`config.mk`:
```
export PLATFORM = sky130hd
export DESIGN_NAME = fare_lookup_ctrl_flat
export DESIGN_NICKNAME = d
export VERILOG_FILES = /design/src/rtl/fare_lookup_ctrl_if.sv /design/src/rtl/fare_lookup_ctrl.sv /design/src/flat_wrapper.sv
export SDC_FILE = /design/constraint.sdc
export NUM_CORES = 1
export LEC_CHECK = 0
export BUFFER_PORTS_ARGS = -buffer_cell sky130_fd_sc_hd__buf_2
export CAP_MARGIN = 25
export CORE_MARGIN = 8
export CORE_UTILIZATION = 45
export DETAILED_ROUTE_END_ITERATION = 7
export PLACE_DENSITY = 0.7
export SYNTH_ARGS = -nofsm -noshare
export SYNTH_HDL_FRONTEND = slang
export SYNTH_SLANG_ARGS = --single-unit
```
`constraint.sdc`:
```
create_clock -name clk -period 9.4 [get_ports clk]
set_input_delay 0.94 -clock clk [delete_from_list [all_inputs] [get_ports clk]]
set_output_delay 0.94 -clock clk [all_outputs]
set_load 0.03 [all_outputs]
```
`src/rtl/fare_lookup_ctrl_if.sv`:
```
// fare_lookup_ctrl_if
// Bundles the two lookup clients, the lookup result and the port A read
// interface of the fare/display RAM.
//   c0_* / c1_*      : request level, start/end line and station, done pulse
//   price, price_err : result of the last completed lookup
//   busy             : controller not idle
//   ram_en, ram_addr : port A read request (read-only port)
//   ram_dout         : port A read data
// slave  : the lookup controller side
// master : the side that plays the clients and the RAM
interface fare_lookup_ctrl_if #(
  parameter int ADDR_W = 19
);
  logic              c0_req;
  logic [1:0]        c0_sline;
  logic [6:0]        c0_spoint;
  logic [1:0]        c0_eline;
  logic [6:0]        c0_epoint;
  logic              c1_req;
  logic [1:0]        c1_sline;
  logic [6:0]        c1_spoint;
  logic [1:0]        c1_eline;
  logic [6:0]        c1_epoint;
  logic              c0_done;
  logic              c1_done;
  logic [11:0]       price;
  logic              price_err;
  logic              busy;
  logic              ram_en;
  logic [ADDR_W-1:0] ram_addr;
  logic [11:0]       ram_dout;

  modport slave (
    input  c0_req, c0_sline, c0_spoint, c0_eline, c0_epoint,
    input  c1_req, c1_sline, c1_spoint, c1_eline, c1_epoint,
    input  ram_dout,
    output c0_done, c1_done, price, price_err, busy, ram_en, ram_addr
  );

  modport master (
    output c0_req, c0_sline, c0_spoint, c0_eline, c0_epoint,
    output c1_req, c1_sline, c1_spoint, c1_eline, c1_epoint,
    output ram_dout,
    input  c0_done, c1_done, price, price_err, busy, ram_en, ram_addr
  );
endinterface

```
`src/rtl/fare_lookup_ctrl.sv`:
```
// fare_lookup_ctrl
// Round-robin arbiter and sequencer for fare lookups through port A of the
// shared fare/display RAM. The 100x100 fare matrix sits at 0..9999; the
// display image above it is never touched from here.
// Ports:
//   clk   : system (display domain) clock
//   rst_n : asynchronous active-low reset
//   bus   : fare_lookup_ctrl_if.slave (clients, result, RAM port A)
//
// state | meaning
// IDLE  | arbitrate between the two requesters, latch winner's operands
// CALC  | validate stations, register the matrix address
// READ  | one-cycle read strobe on port A
// WAIT  | count out the RAM read latency, capture the fare
// DONE  | one-cycle done pulse to the granted client
module fare_lookup_ctrl #(
  parameter int LEN0       = 27,
  parameter int LEN1       = 26,
  parameter int LEN2       = 29,
  parameter int LEN3       = 18,
  parameter int ROW_STRIDE = 100,
  parameter int RD_LAT     = 2,
  parameter int ADDR_W     = 19
) (
  input logic               clk,
  input logic               rst_n,
  fare_lookup_ctrl_if.slave bus
);

  typedef enum logic [2:0] {IDLE, CALC, READ, WAIT, DONE} state_t;

  state_t            state, state_nxt;
  logic              last_grant;
  logic              gnt_id;
  logic [1:0]        sline, eline;
  logic [6:0]        spoint, epoint;
  logic [2:0]        wait_cnt;
  logic [11:0]       price_q;
  logic              err_q;
  logic [ADDR_W-1:0] addr_q;

  logic              grant_any;
  logic              grant_sel;
  logic [7:0]        row, col;
  logic              lookup_valid;
  logic [ADDR_W-1:0] addr_calc;

  function automatic logic [7:0] line_base(input logic [1:0] line);
    case (line)
      2'd0:    line_base = 8'd0;
      2'd1:    line_base = 8'(LEN0);
      2'd2:    line_base = 8'(LEN0 + LEN1);
      default: line_base = 8'(LEN0 + LEN1 + LEN2);
    endcase
  endfunction

  function automatic logic [7:0] line_len(input logic [1:0] line);
    case (line)
      2'd0:    line_len = 8'(LEN0);
      2'd1:    line_len = 8'(LEN1);
      2'd2:    line_len = 8'(LEN2);
      default: line_len = 8'(LEN3);
    endcase
  endfunction

  // Ties go to the client that did not win last time.
  always_comb begin
    grant_any = bus.c0_req | bus.c1_req;
    if (bus.c0_req && bus.c1_req) grant_sel = ~last_grant;
    else                          grant_sel = bus.c1_req;
  end

  // Row/column fit in 8 bits even for out-of-range station indices
  // (largest base + 127 < 256), so the validity test sees true values.
  always_comb begin
    row          = line_base(sline) + {1'b0, spoint};
    col          = line_base(eline) + {1'b0, epoint};
    lookup_valid = ({1'b0, spoint} < line_len(sline)) &&
                   ({1'b0, epoint} < line_len(eline));
    addr_calc    = ADDR_W'(row) * ADDR_W'(ROW_STRIDE) + ADDR_W'(col);
  end

  always_ff @(posedge clk or negedge rst_n) begin
    if (!rst_n) state <= IDLE;
    else        state <= state_nxt;
  end

  always_comb begin
    state_nxt   = state;
    bus.c0_done = 1'b0;
    bus.c1_done = 1'b0;
    bus.busy    = 1'b1;
    bus.ram_en  = 1'b0;
    case (state)
      IDLE: begin
        bus.busy = 1'b0;
        if (grant_any) state_nxt = CALC;
      end
      CALC: state_nxt = lookup_valid ? READ : DONE;
      READ: begin
        bus.ram_en = 1'b1;
        state_nxt  = WAIT;
      end
      WAIT: if (wait_cnt == 3'd0) state_nxt = DONE;
      DONE: begin
        bus.c0_done = ~gnt_id;
        bus.c1_done = gnt_id;
        state_nxt   = IDLE;
      end
      default: state_nxt = IDLE;
    endcase
  end

  always_ff @(posedge clk or negedge rst_n) begin
    if (!rst_n) begin
      last_grant <= 1'b1;
      gnt_id     <= 1'b0;
      sline      <= '0;
      spoint     <= '0;
      eline      <= '0;
      epoint     <= '0;
      wait_cnt   <= '0;
      price_q    <= '0;
      err_q      <= 1'b0;
      addr_q     <= '0;
    end else begin
      case (state)
        IDLE: if (grant_any) begin
          gnt_id     <= grant_sel;
          last_grant <= grant_sel;
          sline      <= grant_sel ? bus.c1_sline  : bus.c0_sline;
          spoint     <= grant_sel ? bus.c1_spoint : bus.c0_spoint;
          eline      <= grant_sel ? bus.c1_eline  : bus.c0_eline;
          epoint     <= grant_sel ? bus.c1_epoint : bus.c0_epoint;
        end
        CALC: begin
          if (lookup_valid) begin
            addr_q <= addr_calc;
          end else begin
            price_q <= 12'd0;
            err_q   <= 1'b1;
          end
        end
        // Down-counter reaches zero in the cycle ram_dout becomes valid.
        READ: wait_cnt <= 3'(RD_LAT - 1);
        WAIT: begin
          if (wait_cnt == 3'd0) begin
            price_q <= bus.ram_dout;
            err_q   <= 1'b0;
          end else begin
            wait_cnt <= wait_cnt - 3'd1;
          end
        end
        default: ;
      endcase
    end
  end

  assign bus.price     = price_q;
  assign bus.price_err = err_q;
  assign bus.ram_addr  = addr_q;

endmodule
```
`src/flat_wrapper.sv`:
```
// flat-port wrapper written by rule: the top's interface ports become plain ports
module fare_lookup_ctrl_flat 
#(
  parameter int LEN0       = 27,
  parameter int LEN1       = 26,
  parameter int LEN2       = 29,
  parameter int LEN3       = 18,
  parameter int ROW_STRIDE = 100,
  parameter int RD_LAT     = 2,
  parameter int ADDR_W     = 19
)
  (clk, rst_n, bus_c0_req, bus_c0_sline, bus_c0_spoint, bus_c0_eline, bus_c0_epoint, bus_c1_req, bus_c1_sline, bus_c1_spoint, bus_c1_eline, bus_c1_epoint, bus_ram_dout, bus_c0_done, bus_c1_done, bus_price, bus_price_err, bus_busy, bus_ram_en, bus_ram_addr);
  fare_lookup_ctrl_if #(.ADDR_W(ADDR_W)) bus_i ();
  input logic clk;
  input logic rst_n;
  input wire logic [$bits(bus_i.c0_req)-1:0] bus_c0_req;
  input wire logic [$bits(bus_i.c0_sline)-1:0] bus_c0_sline;
  input wire logic [$bits(bus_i.c0_spoint)-1:0] bus_c0_spoint;
  input wire logic [$bits(bus_i.c0_eline)-1:0] bus_c0_eline;
  input wire logic [$bits(bus_i.c0_epoint)-1:0] bus_c0_epoint;
  input wire logic [$bits(bus_i.c1_req)-1:0] bus_c1_req;
  input wire logic [$bits(bus_i.c1_sline)-1:0] bus_c1_sline;
  input wire logic [$bits(bus_i.c1_spoint)-1:0] bus_c1_spoint;
  input wire logic [$bits(bus_i.c1_eline)-1:0] bus_c1_eline;
  input wire logic [$bits(bus_i.c1_epoint)-1:0] bus_c1_epoint;
  input wire logic [$bits(bus_i.ram_dout)-1:0] bus_ram_dout;
  output wire logic [$bits(bus_i.c0_done)-1:0] bus_c0_done;
  output wire logic [$bits(bus_i.c1_done)-1:0] bus_c1_done;
  output wire logic [$bits(bus_i.price)-1:0] bus_price;
  output wire logic [$bits(bus_i.price_err)-1:0] bus_price_err;
  output wire logic [$bits(bus_i.busy)-1:0] bus_busy;
  output wire logic [$bits(bus_i.ram_en)-1:0] bus_ram_en;
  output wire logic [$bits(bus_i.ram_addr)-1:0] bus_ram_addr;
  assign bus_i.c0_req = bus_c0_req;
  assign bus_i.c0_sline = bus_c0_sline;
  assign bus_i.c0_spoint = bus_c0_spoint;
  assign bus_i.c0_eline = bus_c0_eline;
  assign bus_i.c0_epoint = bus_c0_epoint;
  assign bus_i.c1_req = bus_c1_req;
  assign bus_i.c1_sline = bus_c1_sline;
  assign bus_i.c1_spoint = bus_c1_spoint;
  assign bus_i.c1_eline = bus_c1_eline;
  assign bus_i.c1_epoint = bus_c1_epoint;
  assign bus_i.ram_dout = bus_ram_dout;
  assign bus_c0_done = bus_i.c0_done;
  assign bus_c1_done = bus_i.c1_done;
  assign bus_price = bus_i.price;
  assign bus_price_err = bus_i.price_err;
  assign bus_busy = bus_i.busy;
  assign bus_ram_en = bus_i.ram_en;
  assign bus_ram_addr = bus_i.ram_addr;
  fare_lookup_ctrl #(.LEN0(LEN0), .LEN1(LEN1), .LEN2(LEN2), .LEN3(LEN3), .ROW_STRIDE(ROW_STRIDE), .RD_LAT(RD_LAT), .ADDR_W(ADDR_W)) u_core (.clk(clk), .rst_n(rst_n), .bus(bus_i));
endmodule
```
==> results list, run 1 <==
- Cell type with the highest occurrence count on the critical path: ha_1
- The worst pin sits at a relative slew slack of 48.7%.
* Number of synthesis warnings: 0
* GR Overflow Total: 0
* First-pass GRT wire length: 14700 um
* Row count: 34
- Yosys instantiated no cell more often than ha_1.
- After clock tree synthesis, the flow added hold-fix buffers numbering 0.
- Worst-Margin Slew: 767 ps
- The tree is rooted in a clkbuf_8.
* Clock buffer count from CTS: 5
- Area share of xor/xnor cells in the synthesized design: under 10%
* Final setup violation count: 0
* Final number of hold-violating endpoints: 0
- The die is 111 um wide.
- Final number of max-transition violations: 0
- Yosys mapped a number of flops with a built-in enable equal to 0.
* Register area share after synthesis: around a third
- Starting density of the core: 46.6%
- The via count of the first global-routing pass is about 3300.
* Filler cell count: 773
- Ports placed on the boundary: 88
- Worst min-delay path startpoint: u_core.bus.ram_addr[7]
- In this run the standard cell core region covers approximately 0.0087 mm^2.
* First DRT Iteration DRCs: between 100 and 150
* Overall routed net length: roughly 8300 um
- The worst register-to-register path has a setup slack of 4030 ps.
* Crit Path Category: flip-flop to flip-flop
- In the synthesized netlist the dominant register cell turns out to be dfrtp_1.
- Post-synth design cell area: 0.00406 mm^2
- Worst hold path stage count: 1
- Of all nets on the critical path, the largest fanout is 5.
- For this run, design rule violations remaining after detail routing come to 0.
- In the final design database the tool counted about 600 nets.
- Fmax achieved: 186 MHz
- Clock Path Buffers: 2
* Total global-route track usage: 13.8%
- Mux contribution to synthesized area: 8.96%
* Critical path cell sequence: inv_1, ha_1, or2_2, fa_1, nor2b_1, o21ai_0, nand2b_1, a21o_1, a21o_1, xor2_1, ha_1, ha_1, ha_1, ha_1, and3_1, a221oi_1, xnor2_1, nand4_2, nor3_2, xnor2_1, mux2_4
- CP max stage delay: 440 ps
- Buffers placed on the I/O ports in this run total 84.
- Vert. Die Dim: 111 um
* Status: finished, final reports clean
* Compound-cell area share of the yosys netlist: approximately an eighth
- Clock-pin slew was measured on the worst setup and hold paths at about 100 ps.
- The wire-length estimate of the detail-placed layout is 6920 um.
* Worst hold slack: 492 ps
* Area of the die: about 0.012 mm^2
* Fraction of layout instances using a drive strength above 1: between 20 and 25%
- The path with the worst hold slack has its endpoint at u_core.bus.ram_addr[7].
- Top post-synthesis cells by area: dfrtp_1, ha_1, fa_1
* Final worst path period share: between 50% and 60%
- The worst setup path is captured at a flip-flop.
- After Yosys synthesis, and, or, nand and nor cells account for 9.74% of the synthesized area.
- The average instance in the mapped netlist occupies 10.3 um^2.
* Global placer's final weighted congestion: 0.809
- Dividing the detail-routed wire length by the instance count gives 14.1 um.
- Number of antenna violations at the first check in global routing: 0
* Number of antenna diodes: 0
- Worst R2R Start: u_core.sline[1]
- Cell count of the worst reg-to-reg path: 21
- Once layout is complete, the utilization of the core stands at a little over half.
- The endpoint identified for the worst register-to-register timing path is u_core.bus.ram_addr[14].
* Async set-or-reset flop fraction in the synthesized netlist: 100%
- Remaining number of nets flagged by the antenna check after routing: 0
* Post-synth top area cell: dfrtp_1
- Sinks on Clock Net: 55
- The first TritonRoute pass finished after 4 iterations.
- Arrival time of data at the critical path endpoint: 5570 ps
* Number of gates resized after cts: 0
- Worst setup path startpoint: u_core.sline[1]
- Post-synth top cells: ha_1, dfrtp_1, inv_1
* Hold Path Class: flip-flop to flip-flop
- Setup Buffers After CTS: 0
* Largest net degree at the start of global routing: 56
- The H-tree was split into 2 levels.
- Count of state elements after synthesis: 55
- Mean number of vias per cell: 5.13
- Post-layout min period: 5370 ps
* Max-cap check violation count: 0
- Clock latency on the worst-skew pair, taken at its later pin, is 320 ps.
- Setup repair after global routing left no endpoint under its margin.
* Combinational family with the most area after synthesis: adder cells
- Number of distinct standard cells referenced by the synthesized netlist: 51
* Adder-cell share of the synthesized area: between 20% and 30%
- The worst setup path is launched from a flip-flop.
* Vias post-DR: 3024
* CTS tree: yes
* Area growth from synthesis to layout: 15.8%
* Summed negative setup slack over all endpoints: 0 ps
- STA puts the critical path data required time at 9600 ps.
- Gate Count Post-Synth: 396
* Slowest CP cell: fa_1
- Setup skew after layout: roughly 10 ps
- Fraction of synthesized cell area taken by the top area cell type: 33.3%
cells by family after synthesis:
family | Yosys count
AO/OA/AOI/OAI | 79
AND/OR/NAND/NOR | 78
adder cells (fa/ha/maj) | 71
flip-flops | 55
buffers and inverters | 54
multiplexers | 34
XOR/XNOR | 24
other | 1
metrics by stage:
step	cell area, um^2	std cells	setup WS, ps
global placement	4590	581	4240
detailed placement	4590	581	4050
finish	4700	590	4030
CTS	4690	589	4020
floorplan	4070	398	4450
global route	4700	590	3620
registers in the layout, indices dropped and copies added, names as in the netlist:
| register | cells |
|---|---|
| u_core.wait_cnt | 3 |
| u_core.eline | 2 |
| u_core.bus.price_err | 1 |
| u_core.state | 3 |
| u_core.spoint | 7 |
| u_core.last_grant | 1 |
| u_core.gnt_id | 1 |
| u_core.sline | 2 |
| u_core.bus.ram_addr | 16 |
| u_core.epoint | 7 |
| u_core.bus.price | 12 |
placed cells by master (no fill, tap or decap), types with 3 or more instances in the layout:
cell type,instances
buf_2,84
ha_1,61
dfrtp_1,54
inv_1,40
nor2_1,35
a21oi_1,30
mux2i_1,18
xnor2_1,12
a22o_1,12
xor2_1,11
mux2_1,10
fa_1,10
nand2_1,8
nor3_1,7
a21o_1,7
o21ai_0,6
clkbuf_8,6
o21a_1,5
nor2b_1,5
mux2_2,5
or3_1,4
buf_4,4
nand2b_1,3
and3_1,3
o21ai_1,3
o211ai_1,3
nand3_1,3
conb_1,3
final cells by class:
cell class	instances	area (um^2)	share of cell area (%)
clock buffer	6	82.6	1.76
clock inverter	2	20.0	0.426
inverter	42	158	3.35
multi-input combinational	289	2480	52.7
sequential	55	1380	29.3
tap	108	135	2.87
timing repair buffer	88	450	9.58
worst max-delay path: cells and delay by family, from the launching register on:
kind,cells,cell delay (ps)
fa+ha+maj,6,1880
simple gates,6,1140
compound gates,4,900
xor+xnor,3,560
flops,1,430
mux,1,260
buf+inv,1,80
routing by layer:
layer  vias to the layer above  track usage [%]  wire [um]
met5                         -                0          0
met4                         0             3.78         98
met3                        10             4.22        430
met2                        74             22.0       3720
met1                      1404             17.7       4090
li1                       1536                -          -
how the worst max path moves through the flow:
stage                                   end  slack [ps]  depth (start not counted)
floorplan           u_core.bus.ram_addr[14]        4450                         21
global placement    u_core.bus.ram_addr[14]        4240                         21
detailed placement  u_core.bus.ram_addr[14]        4050                         21
CTS                 u_core.bus.ram_addr[14]        4020                         21
global route        u_core.bus.ram_addr[15]        3620                         21
finish              u_core.bus.ram_addr[14]        4030                         21
Power of run 1 is not shown: default switching activity piles up to over one toggle a cycle in this logic, so the estimate is an artifact.
==> run 2, diff against run 1 <==
PLACE_DENSITY = 0.73   (was 0.7)
clock period = 4.7 ns   (was 9.4 ns; I/O delays follow)
==> run 2 against run 1 <==
Compared with the run above:
- the run now ends with setup timing left
- utilization is 8.4 points higher
- via count is 3.9% higher
- routed wire length is 10% higher
- critical path depth is 1 higher
- design area is 16% higher
==> results list, run 2 (synthesis gave the netlist of run 1 again) <==
* Filler cell count: 725
- 0 antenna diodes ended up in the layout.
- Mean number of vias per cell: 5.05
- Fmax achieved: 209 MHz
- The count of endpoints failing hold in the final timing report is 0.
- First-pass GRT wire length: 15400 um
* Average detailed-routed wire length per instance: 14.8 um
- The clock passes through at most 2 buffers.
- After floorplanning, the core was divided into 34 placement rows.
* Vias post-DR: 3143
- Latest clock arrival within the worst-skew pair: 320 ps
* Drc violations: 0
* CTS tree: yes
- Wires add up to a little over 9000 um.
- In this run the tool buffered the top-level ports with 84 buffer cells.
- The worst register-to-register path has a depth of 22.
* First DRT Iteration DRCs: 65
- For this run, the post-layout net count is 636.
- STA puts the critical path data required time at 4900 ps.
- Counting the buffers created by CTS gives 5.
- Most common cell after layout, fill and taps aside: buf_2
- Global routing finished with a remaining overflow of 0.
- Relative to the synthesized area, the layout overhead comes to 33.9%.
- The first detailed-routing pass ran for 3 iterations.
* Violated checks: setup timing
- Largest net degree at the start of global routing: 56
- Worst-Margin Slew: just over 800 ps
- Core area: 0.00872 mm^2
* Post-DP HPWL: 7070 um
* H-tree level count: 2
- Across all register-to-register paths, the minimum setup slack is -80 ps.
- The library cells used most frequently in the layout, excluding fill and tap cells, are buf_2, dfrtp_1, ha_1.
* Status: finished, violations left
* Post-layout instance count excluding filler cells: between 600 and 700
* Area of the die: 0.0123 mm^2
* Slew headroom: 44.7%
- Destination of the worst register-to-register timing path: u_core.bus.ram_addr[13]
- For this run, the total global-route usage over all layers was measured as approximately 15%.
- Final setup violation count: 3
- The die is 111 um tall.
- In this run the remaining antenna-violating nets after routing total 0.
* Final number of max-transition violations: 0
* Post-CTS clock slew at the launch and capture registers of the worst setup and hold paths: 100 ps
- Flip-flop count of the largest register, all copies and words added: 16
- After layout, the worst path uses 102% of the clock period.
- At the end of routability-driven placement, the weighted congestion stood at roughly 0.83.
- Worst R2R Start: u_core.sline[0]
- The tool flagged a number of max-cap violations equal to 0.
- Fraction of layout instances using a drive strength above 1: 39.5%
- Cts hold-fix bufs: 0
- The initial antenna violation count came to 0.
- In this run the horizontal extent of the chip is between 100 and 150 um.
- Once placement completed, the tool counted placed cells totaling 605.
- Clock skew on the completed layout was measured at 13.3 ps.
- Number of global-route vias before repair: between 3000 and 4000
- Hold Path Class: primary input to async pin
- Startpoint types: flip-flop
- Ports placed on the boundary: 88
- The smallest clock period supported by the final layout is computed as 4780 ps.
* Setup slack after layout: -82.6 ps
* Arrival time of data at the critical path endpoint: between 4000 and 5000 ps
- CTS Root Buffer Type: clkbuf_8
* Sinks on Clock Net: 55
* Crit Path Category: flip-flop to flip-flop
- Starting density of the core: 46.6%
* Sort of element at the end of the critical path: flip-flop
- Setup repair after global routing missed its margin: true
- Worst-path maximum fanout: 4
-- run 2: changes by cell type in the layout (fill, tap and decap cells not counted), sizes merged --
| cell | previous run | this run |
|---|---|---|
| buf | 88 | 120 |
-- run 2: metrics by stage --
step | TNS, ps | area, um^2 | worst slack [ps] | hold WS, ps | util (%)
finish | -151 | 5440 | -82.6 | 249 | 62.3
global route | -1200 | 5440 | -262 | 309 | 62.3
CTS | -55.2 | 5090 | -41.4 | 282 | 58.4
global placement | -140 | 4880 | -48.2 | 464 | 56.0
floorplan | 0 | 4180 | 18.9 | 174 | -
detailed placement | -791 | 4880 | -171 | 465 | 56.0
-- run 2: critical path: stages (launching register included) --
cell	delay [ps]
dfrtp_1	420
inv_2	70
ha_4	250
ha_4	160
fa_2	350
nor2b_1	130
o21ai_1	120
nand2b_1	110
a21o_1	200
a21o_1	210
xor2_2	150
buf_4	150
ha_4	270
ha_4	200
ha_4	270
ha_4	190
buf_6	130
a221oi_4	330
xnor2_2	190
nand4_4	170
nor3_4	250
xnor2_1	90
mux2_4	250
-- run 2: how the worst max path moves through the flow --
stage,startpoint,end,slack [ps]
2_1_floorplan,u_core.sline[0],u_core.bus.ram_addr[13],20
3_3_place_gp,u_core.sline[0],u_core.bus.ram_addr[13],-50
3_5_place_dp,u_core.sline[0],u_core.bus.ram_addr[15],-170
4_1_cts,u_core.sline[0],u_core.bus.ram_addr[13],-40
5_1_grt,u_core.sline[0],u_core.bus.ram_addr[13],-260
6_report,u_core.sline[0],u_core.bus.ram_addr[13],-80
-- run 2: final cells by class --
cell class                 count  area [um^2]  share of cell area [%]
multi-input combinational    289         2960                    54.4
clock buffer                   6         82.6                    1.52
clock inverter                 2         20.0                   0.368
inverter                      42          158                    2.90
sequential                    55         1380                    25.3
tap                          108          135                    2.49
timing repair buffer         120          706                    13.0
-- run 2: routing by layer --
layer / vias to the layer above / global-route usage, % / part of all wire [%]
li1: 1594 / - / -
met2: 72 / 24.6 / 49
met3: 7 / 3.57 / 4.2
met5: - / 0 / 0
met1: 1470 / 17.9 / 46
met4: 0 / 3.69 / 0.89
-- run 2: what timing repair did --
item / 4_1_cts / 5_1_grt
resized for setup: 19 / 45
setup buffers: 3 / 5
pin swaps: 18 / 33
hold endpoints to repair: 0 / 0
setup endpoints to repair: 8 / 8
Power of run 2 is left out for the same reason.
==> run 3, diff against run 2 <==
SETUP_SLACK_MARGIN = 0.5   (was not set)
==> run 3 against run 2 <==
Compared with the run above:
- utilization increased by 1.5 points
- fmax up 1.3%
- register-to-register slack improved by 60 ps
- critical path depth fell by 1
- non-clock buffer count fell by 2
- setup slack improved by 63 ps
- clock skew is 3.5 ps higher
- the run still ends with setup timing left
==> results list, run 3 (synthesis gave the netlist of run 1 again) <==
- For this run, design rule violations remaining after detail routing come to 0.
* Number of antenna diodes: 0
- Summing over every cut layer, the via total after detailed routing is approximately 3200.
- Dividing the detail-routed wire length by the instance count gives 14.8 um.
- Area of the die: between 0.01 and 0.015 mm^2
- Number of antenna violations at the first check in global routing: 0
- In this run the clock root is driven by a clkbuf_8.
* Mean number of vias per cell: 5.13
- Post-placement cell count: 594
* Core area: 0.00872 mm^2
- Final setup violation count: 2
- Entering global routing, the biggest net connects 56 pins.
- Status: finished, violations left
- Startpoint types: flip-flop
- Final #Nets: 634
* Hold Path Class: primary input to async pin
- The library cell used most frequently in the layout, excluding fill and tap cells, is buf_2.
- The HPWL after detailed placement is 7060 um.
- Setup repair after global routing could not meet its margin everywhere.
- Clock skew on the completed layout was measured at ~17 ps.
* First DRT Iteration DRCs: 81
- Vert. Die Dim: 111 um
- Worst-path maximum fanout: 4
* Req. time, crit path: between 4000 and 5000 ps
* Post-CTS clock slew at the launch and capture registers of the worst setup and hold paths: roughly 110 ps
- The first global-routing pass estimated 15800 um of wire.
- For the worst setup path, the data arrival time is 4930 ps.
- The worst path uses 100% of the clock period.
* Critical Path End: u_core.bus.ram_addr[14]
- At the pin with the least slew margin, the transition time is between 700 and 800 ps.
- The clock passes through at most 2 buffers.
- Global routing used 15.0% of the available tracks.
- After detailed routing, the total wire length is 9170 um.
- The critical path starts at u_core.sline[0].
- Crit Path Category: flip-flop to flip-flop
* Area growth from synthesis to layout: 37.0%
- Measured against its own limit, the worst slew margin works out to about 48%.
- Row count: 34
- For this configuration, the core starts out at a cell density of 46.6%.
- Cts hold-fix bufs: 0
- The congestion estimate from routability-driven global placement came to about 0.82.
* Fraction of layout instances using a drive strength above 1: 42.0%
* Area of placed instances: between 0.004 and 0.005 mm^2
- Port buffering added 84 buffers.
- Max-cap check violation count: 0
- Destination of the worst register-to-register timing path: u_core.bus.ram_addr[14]
- CTS tree: yes
* Flip-flop count of the largest register, all copies and words added: 16
- 88 I/O pins were placed.
* Post-layout instance count excluding filler cells: 620
- Worst hold slack: 254 ps
- Cell count of the worst reg-to-reg path: 21
* H-tree level count: 2
* Post-layout min period: 4720 ps
- Worst R2R Setup Slack: -20 ps
* Worst R2R Start: u_core.sline[0]
- The max-slew violation count was 0.
- Fmax achieved: between 200 and 250 MHz
* Latest clock arrival within the worst-skew pair: 320 ps
- Setup slack on the critical path of the routed design comes to -19.9 ps.
- The count of endpoints failing hold in the final timing report is 0.
- The worst setup path is captured at a flip-flop.
- Number of global-route vias before repair: 3445
- The final reports fail on setup timing.
- Sinks on Clock Net: 55
- Die W: 111 um
- Non-Filler Cell Area, Final: 0.00557 mm^2
* Clock buffer count from CTS: 5
- Summed over all layers, the global routing overflow is 0.
- Leaving out fill and tap cells, the most frequent cells in the layout are buf_2, dfrtp_1, ha_1.
- The pre-antenna-repair detailed-routing pass consisted of 4 iterations.
- In this run the remaining antenna-violating nets after routing total 0.
- Filler cell count: 703
==> run 3: changes by cell type in the layout (fill, tap and decap cells not counted), moves of 2 or more <==
cell	before	now
buf_4	32	27
ha_1	39	35
ha_4	20	24
buf_6	4	7
inv_1	35	32
inv_2	7	10
nand2_1	8	6
nand2_2	0	2
nor2_2	2	4
nor3_2	3	1
xor2_2	5	3
==> run 3: what timing repair did <==
item                                    in CTS  in global routing
resized for setup                           40                 30
buffers inserted                            11                  6
pin swaps                                   29                  6
endpoints found under the setup margin       8                  8
==> run 3: metal layers <==
| layer | up-vias | share of wire (%) | global-route usage, % |
|---|---|---|---|
| met1 | 1501 | 46 | 18.2 |
| met2 | 80 | 47 | 25.4 |
| met3 | 14 | 4.7 | 3.68 |
| met4 | 0 | 1.6 | 4.50 |
| li1 | 1588 | - | - |
| met5 | - | 0 | 0 |
==> run 3: worst min path at each step <==
stage	start	endpoint	slack [ps]
after floorplan	rst_n	u_core.bus.price[0]	170
after global placement	u_core.bus.ram_addr[9]	u_core.bus.ram_addr[9]	460
after detailed placement	u_core.wait_cnt[0]	u_core.wait_cnt[0]	470
after CTS	rst_n	u_core.bus.ram_addr[14]	280
after global routing	rst_n	u_core.bus.ram_addr[14]	310
final	rst_n	u_core.bus.ram_addr[14]	250
==> run 3: area by class of cell <==
class	instances	area [um^2]	share of cell area, %
Tap cell	108	135	2.43
Clock inverter	3	50.0	0.899
Clock buffer	5	68.8	1.24
Inverter	42	158	2.83
Timing Repair Buffer	118	702	12.6
Multi-Input combinational cell	289	3070	55.2
Sequential cell	55	1380	24.8
==> run 3: worst max-delay path: stages, from the launching register on <==
cell and delay (ps):
dfrtp_1 440, ha_2 210, or2_4 270, fa_2 350, nor2b_4 140, o21ai_2 100, nand2b_1 110, xor2_2 170
ha_1 300, ha_1 290, inv_2 40, fa_2 540, inv_2 50, ha_4 150, a21o_1 200, a221oi_4 330
o21bai_1 120, a21oi_1 170, xor2_1 170, buf_4 160, xnor2_2 70, mux2_4 250
==> run 3: per-stage QoR <==
| step | setup slack, ps | util [%] | setup TNS [ps] |
|---|---|---|---|
| global route | -225 | 63.8 | -925 |
| CTS | 24.6 | 61.2 | 0 |
| global placement | 32.6 | 55.8 | 0 |
| finish | -19.9 | 63.8 | -33.4 |
| floorplan | 115 | - | 0 |
| detailed placement | -119 | 55.8 | -355 |
Power of run 3 is left out for the same reason.
